===== src/rtl/prio_grant_enc.sv =====
// prio_grant_enc: registered priority encoder with valid/ready grant hold; round-robin built when PRIO_GRANT_RR_EN is defined.
module prio_grant_enc #(
    parameter int N = 8,
    localparam int W = (N > 2) ? $clog2(N) : 1
) (
    input  logic         clk,
    input  logic         rst,
    input  logic [N-1:0] req,
    input  logic         rr_mode,
    input  logic         grant_rdy,
    output logic         grant_vld,
    output logic [W-1:0] grant_idx,
    output logic [N-1:0] grant_oh
);
    typedef enum logic {IDLE, HOLD} state_t;
    state_t state, state_nxt;
    logic hs, take, hit;
    logic [W-1:0] nxt;
    int start, best, d;
    assign hs = (state == HOLD) && grant_rdy;
    assign take = (state == IDLE) || grant_rdy;
    assign hit = |req;
`ifdef PRIO_GRANT_RR_EN
    logic [W-1:0] last, base;
    // the search on a handshake edge already sees the just-accepted index
    always_comb begin
        base = (hs && rr_mode) ? grant_idx : last;
        start = (!rr_mode || base == '0) ? N - 1 : int'(base) - 1;
    end
    always_ff @(posedge clk or posedge rst)
        if (rst) last <= '0;
        else if (hs && rr_mode) last <= grant_idx;
`else
    logic unused_rr;
    assign unused_rr = rr_mode;
    always_comb start = N - 1;
`endif
    // winner is the set bit with the smallest downward distance from start
    always_comb begin
        nxt = '0;
        best = N;
        d = 0;
        for (int i = 0; i < N; i++) begin
            d = (start >= i) ? start - i : start - i + N;
            if (req[i[W-1:0]] && d < best) begin
                best = d;
                nxt = i[W-1:0];
            end
        end
    end
    always_ff @(posedge clk or posedge rst)
        if (rst) state <= IDLE;
        else state <= state_nxt;
    always_comb state_nxt = take ? (hit ? HOLD : IDLE) : state;
    always_ff @(posedge clk or posedge rst)
        if (rst) grant_idx <= '0;
        else if (take && hit) grant_idx <= nxt;
    always_comb begin
        grant_vld = (state == HOLD);
        grant_oh = grant_vld ? {{(N-1){1'b0}}, 1'b1} << grant_idx : '0;
    end
endmodule


===== config.mk =====
export PLATFORM = sky130hd
export DESIGN_NAME = prio_grant_enc
export DESIGN_NICKNAME = d
export VERILOG_FILES = /design/src/rtl/prio_grant_enc.sv
export SDC_FILE = /design/constraint.sdc
export NUM_CORES = 1
export LEC_CHECK = 0
export ABC_AREA = 1
export BUFFER_PORTS_ARGS = -buffer_cell sky130_fd_sc_hd__buf_2
export CAP_MARGIN = 20
export CELL_PAD_IN_SITES_DETAIL_PLACEMENT = 1
export CELL_PAD_IN_SITES_GLOBAL_PLACEMENT = 1
export CORE_MARGIN = 2
export CORE_UTILIZATION = 25
export CTS_BUF_LIST = sky130_fd_sc_hd__clkbuf_16
export DETAILED_ROUTE_END_ITERATION = 16
export HOLD_SLACK_MARGIN = 0.08
export MAX_ROUTING_LAYER = met4
export PLACE_DENSITY = 0.77
export SYNTH_ARGS = -nofsm -noshare
export SYNTH_HDL_FRONTEND = slang
export SYNTH_SLANG_ARGS = --single-unit

===== constraint.sdc =====
create_clock -name clk -period 1.7 [get_ports clk]
set_input_delay 0.17 -clock clk [delete_from_list [all_inputs] [get_ports clk]]
set_output_delay 0.17 -clock clk [all_outputs]
set_load 0.02 [all_outputs]

==> flow_summary.json, run 1 <==
{
  "grt_pass1_wl_mm": 1.40,
  "synthCells": 53,
  "grt_pass1_vias": 396,
  "grt_setup_unrepaired": "no",
  "ys_seq_area_frac": 0.295,
  "drv_slew": 0,
  "path_clk_slew_ns": 0.03,
  "slew_headroom": 0.851,
  "critical_path_class": "reg -> out",
  "drtAntennaViolNets": 0,
  "fin_crit_ns": 1.26,
  "yosys-top-cells-count": "nand2_1, inv_1, nor2_1, dfrtp_1, inv_2",
  "overflow": 0,
  "outcome": "completed",
  "io_pins": 24,
  "whs_ns": 0.262,
  "grt_max_degree": 6,
  "final_util": 0.430,
  "synth_area_um2": 339,
  "yosys.cell_types.count": 13,
  "vias_per_cell": 4.23,
  "numClockSinks": 4,
  "skew_ns": 0.000594,
  "vdd_drop_max_v": 0.000368,
  "worstMarginPinSlew_ns": 0.223,
  "firstDrtPassIters": 1,
  "cts_tree": "built",
  "drive_gt1_frac": 0.456,
  "antenna_found_initial": 0,
  "cap_viol_max_count": 0,
  "p_leak_nw": 0.331,
  "rr_startpoint": "grant_vld",
  "fillCellCount": 181,
  "p_per_area_mw_per_mm2": 1070,
  "clk_path_buf_depth": 2,
  "yosysMostFrequentCell": "nand2_1",
  "synth_fp_nets": 65,
  "wl_um": 891,
  "post-route-period-util": 0.743,
  "routedWlPerCell_um": 9.48,
  "clock_latency_ns": 0.22,
  "async_reset_ff_frac": 1.00,
  "fin_area_um2": 553,
  "cp-end-kind": "output port",
  "hold_start": "req[0]",
  "die_h_um": 40.8,
  "multiInputGateArea_um2": 194,
  "cts_buffers": 3,
  "synth_flop_cell": "dfrtp_1",
  "antenna_cells": 0,
  "port_buffers": 22,
  "dieArea_mm2": 0.00167,
  "setup_violations": 0,
  "avgSynthCellArea_um2": 6.40,
  "worstSetupStartpoint": "grant_idx[1]",
  "yosysTopAreaCell": "dfrtp_1",
  "register_area_um2": 100,
  "layout.nets": 93,
  "fmax_mhz": 792,
  "vias": 398,
  "tns_ns": 0,
  "num_rows": 13,
  "coreArea_mm2": 0.00128,
  "cts_root_buffer": "clkbuf_16",
  "synth_seq_cells": 4,
  "syn2layout_area_growth_pct": 63.1,
  "netlist_top_cells_area": "dfrtp_1, nand2_1, inv_1",
  "drcViolationCount": 0,
  "start_util": 0.264,
  "fp.dieW_um": 40.8,
  "drt_iter0_drc": 0,
  "required_ns": 1.53,
  "synth_edf_count": 0,
  "gp_congestion": 0.717,
  "arrival_ns": 1.09,
  "netlist.area_leader.share": 0.295,
  "crit_path_start_kind": "register",
  "hold_path_class": "in -> reg",
  "yosysWarnings": 0,
  "post_cts_resized": 0,
  "hpwl_um": 730,
  "h-tree-depth": 1,
  "grt_use_total": 0.134,
  "hold_violations": 0,
  "dpl_cell_area_um2": 468,
  "critical_path.max_fanout": 4
}
layout make-up:
| class | instances | area share |
|---|---|---|
| multi-input combinational | 37 | 0.351 |
| inverter | 12 | 0.0814 |
| timing repair buffer | 23 | 0.217 |
| tap | 15 | 0.0339 |
| clock buffer | 3 | 0.136 |
| sequential | 4 | 0.181 |
final timing paths:
kind                                end  slack, ns  cells past startpoint
max                         grant_oh[1]       0.44                      4
min                           grant_vld       0.26                      5
max reg2reg                grant_idx[1]       0.71                      5
min reg2reg                grant_idx[2]       0.57                      2
max in group asynchronous     grant_vld       1.18                      3
min in group asynchronous  grant_idx[0]       0.37                      3
cell families after synthesis:
group / after synthesis / synth area share
buffers and inverters: 12 / 0.133
AOI/OAI and AO/OA: 4 / 0.0812
and+or+nand+nor: 33 / 0.491
DFF: 4 / 0.295
cells in the final DEF (no fill, tap or decap):
master | netlist | routed
nor2_1 | 9 | 9
nor2_8 | 1 | 1
nand3_2 | 2 | 2
inv_2 | 3 | 3
nor2_4 | 1 | 1
o21ai_0 | 1 | 1
o21ai_2 | 2 | 2
nand2_1 | 17 | 17
nand3_1 | 1 | 1
nor2_2 | 2 | 2
buf_2 | 0 | 22
o21ai_1 | 1 | 1
dlygate4sd3_1 | 0 | 1
clkbuf_16 | 0 | 3
dfrtp_1 | 4 | 4
inv_1 | 9 | 9
per-layer routing:
metal / wire, um / vias up / GRT usage
met1: 320 / 173 / 0.115
met2: 505 / 19 / 0.270
li1: - / 206 / -
met3: 65 / 0 / 0.0163
met4: 0 / 0 / 0.0750
met5: 0 / - / -
state kept, by name, summed over array words and instances, names as in the netlist:
name	count
grant_idx	3
grant_vld	1
critical path, stage by stage, from the launching register on:
cell and delay [ns]:
dfrtp_1 0.40, inv_1 0.13, nand2_1 0.08, nor2_1 0.10
buf_2 0.16
report_power, final:
| group | switching (mW) | internal (mW) |
|---|---|---|
| registers | 0.00681 | 0.103 |
| logic | 0.0754 | 0.0422 |
| clock network | 0.0620 | 0.300 |
| total | 0.144 | 0.445 |
per-stage QoR:
stage          setup WS, ns  power, mW  std cells
6_report              0.437      0.589         94
5_1_grt               0.333      0.619         94
4_1_cts               0.422      0.594         94
3_5_place_dp          0.659      0.227         90
3_3_place_gp          0.688      0.224         90
2_1_floorplan         0.569      0.184         53
repair_timing:
| action | in CTS | in global routing |
|---|---|---|
| endpoints found under the hold margin | 4 | 0 |
| hold buffers | 1 | 0 |
| setup buffers | 0 | 0 |
No activity file was read; power rests on OpenSTA's default activity.
==> run 2, diff against run 1 <==
- CORE_UTILIZATION: 25 -> 21
- PLACE_DENSITY: 0.77 -> 0.69
- clock period: 1.7 -> 1.1 ns (I/O delays scaled with it)
==> flow_summary.json, run 2 (synthesis gave the netlist of run 1 again) <==
{
  "wl_um": 978,
  "top_register": "grant_idx",
  "coreArea_mm2": 0.00151,
  "vias_per_cell": 4.24,
  "routedWlPerCell_um": 9.59,
  "overflow": 0,
  "fp.dieW_um": 44.2,
  "arrival_ns": 1.05,
  "cp-end-kind": "output port",
  "numClockSinks": 4,
  "worst_slack_ns": -0.0630,
  "p_leak_nw": 0.364,
  "antenna_cells": 0,
  "drv_slew": 0,
  "mostFrequentLayoutCells": "buf_2, buf_4, nand2_1, nor2_1",
  "port_buffers": 22,
  "hold_path_class": "in -> reg",
  "worstMarginPinSlew_ns": 0.157,
  "hpwl_um": 727,
  "drtAntennaViolNets": 0,
  "fin_crit_ns": 1.16,
  "drive_gt1_frac": 0.628,
  "power_frac_clock": 0.573,
  "hold_violations": 0,
  "path_clk_slew_ns": 0.03,
  "gp_congestion": 0.695,
  "h-tree-depth": 1,
  "grt_use_total": 0.115,
  "start_util": 0.225,
  "internal_power_uw": 731,
  "fin_cells": 102,
  "largest_reg_flops": 3,
  "dieArea_mm2": 0.00195,
  "switching_share": 0.246,
  "whs_ns": 0.203,
  "required_ns": 0.99,
  "skew_ns": 0.00179,
  "grt_max_degree": 6,
  "io_pins": 24,
  "firstDrtPassIters": 4,
  "hold_path_end": "grant_vld",
  "crit_path_start_kind": "register",
  "cts_buffers": 3,
  "setup_violations": 7,
  "die_h_um": 44.2,
  "vias": 432,
  "num_rows": 14,
  "grt_setup_unrepaired": "yes",
  "grt_pass1_wl_mm": 1.54,
  "dpl_cell_area_um2": 469,
  "vdd_drop_max_v": 0.000979,
  "cts_root_buffer": "clkbuf_16",
  "critical_path.max_fanout": 4,
  "drcViolationCount": 0,
  "violations": "negative setup slack",
  "syn2layout_area_growth_pct": 95.6,
  "grt_pass1_vias": 395,
  "antenna_found_initial": 0,
  "r2r_slack_ns": 0.04,
  "rr_startpoint": "grant_vld",
  "critical_path_class": "reg -> out",
  "reg2regPathDepth": 6,
  "comb_power_share": 0.249,
  "outcome": "complete, but fails checks",
  "drt_iter0_drc": 1,
  "hold_start": "req[0]",
  "clk_path_buf_depth": 2,
  "cap_viol_max_count": 0,
  "tns_ns": -0.235,
  "layout.nets": 100,
  "slew_headroom": 0.895,
  "p_per_area_mw_per_mm2": 1460,
  "fmax_mhz": 860,
  "placed_cells": 91,
  "clock_latency_ns": 0.22,
  "power.total_uw": 970,
  "hold_depth": 5,
  "power.switching_uw": 239,
  "post-route-period-util": 1.06,
  "fin_area_um2": 663,
  "r2r_end": "grant_idx[1]",
  "cts_tree": "built",
  "pwr-share-seq": 0.179
}
## run 2: changes by cell type in the layout (fill, tap and decap cells not counted), sizes merged
| cell | before | now |
|---|---|---|
| buf | 22 | 29 |
## run 2: worst max path at each step
| stage | to | start | cells past startpoint | slack [ns] |
|---|---|---|---|---|
| after floorplan | grant_oh[0] | grant_idx[2] | 3 | 0.03 |
| after global placement | grant_idx[1] | grant_vld | 5 | 0.14 |
| after detailed placement | grant_oh[1] | grant_idx[1] | 4 | 0.09 |
| after CTS | grant_oh[1] | grant_idx[1] | 4 | -0.03 |
| after global routing | grant_oh[4] | grant_idx[1] | 4 | -0.12 |
| final | grant_oh[4] | grant_idx[1] | 4 | -0.06 |
## run 2: per-stage QoR
stage / setup WS [ns] / utilization
floorplan: 0.0292 / -
global placement: 0.138 / 0.311
detailed placement: 0.0873 / 0.311
CTS: -0.0301 / 0.405
global route: -0.119 / 0.440
finish: -0.0630 / 0.440
## run 2: power by group through the flow
stage          Sequential [mW]  Clock (mW)  Combinational, mW
6_report                 0.174       0.556              0.241
5_1_grt                  0.176       0.580              0.266
4_1_cts                  0.170       0.561              0.213
3_5_place_dp             0.171           0              0.180
3_3_place_gp             0.171           0              0.178
2_1_floorplan            0.182           0              0.102
## run 2: layout make-up
class,instances,area (um2)
flip-flops and latches,4,103
inverters,12,45.0
clock buffers,3,75.1
multi-input cells,37,224
fillers,199,843
well taps,16,20.0
repair buffers,30,196
## run 2: critical path: stages, from the launching register on
cell and delay (ns):
dfrtp_1 0.41, inv_2 0.09, nand2_1 0.07, nor2_1 0.11
buf_4 0.15
## run 2: layer usage
layer  track usage  share of wire  up-vias
met4        0.0909              0        0
met5             -              0        -
met3        0.0286          0.092        0
li1              -              -      222
met1         0.105           0.35      187
met2         0.200           0.56       23
## run 2: what timing repair did
action                                 CTS  global route
buffers inserted                         4             3
cloned                                   0             0
pin swaps                                1             2
hold buffers                             1             0
gates resized for setup                 12            11
setup endpoints to repair                8            11
endpoints found under the hold margin    4             0
==> run 3, diff against run 2 <==
- CAP_MARGIN: 20 -> default
- CORE_UTILIZATION: 21 -> 23
- CTS_BUF_LIST: sky130_fd_sc_hd__clkbuf_16 -> sky130_fd_sc_hd__clkbuf_4
- PLACE_DENSITY: 0.69 -> 0.75
==> flow_summary.json, run 3 (synthesis gave the netlist of run 1 again) <==
{
  "outcome": "complete, but fails checks",
  "violations": "negative setup slack",
  "skew_ns": 0.00119,
  "cts_buffers": 3,
  "fp.dieW_um": 42.4,
  "power.total_uw": 604,
  "gp_congestion": 0.700,
  "wl_um": 985,
  "syn2layout_area_growth_pct": 83.0,
  "dieArea_mm2": 0.00180,
  "die_h_um": 42.4,
  "dp_slack_ns": 0.118,
  "hold_violations": 0,
  "layout.nets": 99,
  "fin_crit_ns": 1.21,
  "dpl_cell_area_um2": 468,
  "cap_viol_max_count": 0,
  "reg2regPathDepth": 6,
  "worst_slack_ns": -0.110,
  "critical-path-slowest-cell": "dfrtp_1",
  "mostFrequentLayoutCells": "buf_2, nand2_1, buf_4, nor2_2",
  "clk_path_buf_depth": 2,
  "grt_pass1_wl_mm": 1.63,
  "path_clk_slew_ns": 0.04,
  "vias_per_cell": 4.38,
  "final_util": 0.465,
  "fmax_mhz": 827,
  "antenna_found_initial": 0,
  "num_rows": 13,
  "cp-end-kind": "output port",
  "setup_violations": 8,
  "grt_max_degree": 6,
  "drive_gt1_frac": 0.659,
  "drtAntennaViolNets": 0,
  "io_pins": 24,
  "drcViolationCount": 0,
  "cts_tree": "built",
  "required_ns": 0.99,
  "grt_use_total": 0.124,
  "routedWlPerCell_um": 9.85,
  "worstSetupStartpoint": "grant_idx[1]",
  "hpwl_um": 736,
  "p_leak_nw": 0.339,
  "arrival_ns": 1.10,
  "rr_startpoint": "grant_vld",
  "vdd_drop_max_v": 0.000379,
  "worstMarginPinSlew_ns": 0.190,
  "final_common_cell": "buf_2",
  "overflow": 0,
  "fin_area_um2": 621,
  "hold_path_class": "in -> reg",
  "h-tree-depth": 1,
  "clock_latency_ns": 0.23,
  "top_register": "grant_idx",
  "hold_depth": 5,
  "drt_iter0_drc": 2,
  "numClockSinks": 4,
  "port_buffers": 22,
  "post-route-period-util": 1.10,
  "hold_start": "req[0]",
  "max_stage_delay_ns": 0.42,
  "vias": 438,
  "p_per_area_mw_per_mm2": 973,
  "cts_root_buffer": "clkbuf_4",
  "coreArea_mm2": 0.00133,
  "whs_ns": 0.196,
  "antenna_cells": 0,
  "crit_path_start_kind": "register",
  "start_util": 0.254,
  "critical_path.max_fanout": 4,
  "largest_reg_flops": 3,
  "slew_headroom": 0.873,
  "critical_path_class": "reg -> out",
  "grt_pass1_vias": 439,
  "path_cells": "inv_2 > nand2_2 > nor2_2 > buf_6",
  "firstDrtPassIters": 3,
  "drv_slew": 0,
  "grt_setup_unrepaired": "yes"
}
[run 3: cell count changes in the layout (fill, tap and decap cells not counted), sizes merged]
cell	previous run	this run
buf	29	28
[run 3: critical path, delay by kind of cell, from the launching register on]
kind                   cells  cell delay [ns]
buffers and inverters      2             0.24
flip-flops                 1             0.42
AND/OR/NAND/NOR            2             0.21
[run 3: where the power goes]
group	switching [mW]	internal, mW
clock	0.0561	0.122
combinational	0.139	0.114
sequential	0.0149	0.158
total	0.210	0.394
[run 3: routing by layer]
metal,global-route usage,routed length [um],vias to the layer above
li1,-,-,218
met1,0.119,306,195
met2,0.215,605,23
met3,0.0259,59,2
met4,0.0938,13,0
met5,-,0,-
[run 3: final timing paths]
kind,to,slack [ns]
max in group asynchronous,grant_idx[2],0.63
max reg2reg,grant_idx[1],0.09
min in group asynchronous,grant_idx[1],0.32
min reg2reg,grant_idx[2],0.66
max,grant_oh[4],-0.11
min,grant_vld,0.20
[run 3: repair_timing]
action | 4_1_cts | 5_1_grt
setup buffers | 4 | 2
cloned | 0 | 0
hold buffers | 1 | 0
endpoints found under the setup margin | 8 | 10
gates resized for setup | 11 | 18
pin swaps | 1 | 7
endpoints found under the hold margin | 4 | 0
[run 3: area by class of cell]
type / count / area (um2)
clock buffers: 3 / 22.5
fillers: 188 / 713
inverters: 12 / 45.0
multi-input cells: 37 / 226
flip-flops and latches: 4 / 100
well taps: 15 / 18.8
repair buffers: 29 / 208
[run 3: stage by stage]
stage	setup TNS (ns)	cells
floorplan	0	53
global placement	0	90
detailed placement	0	90
CTS	-0.258	98
global route	-1.13	100
finish	-0.620	100
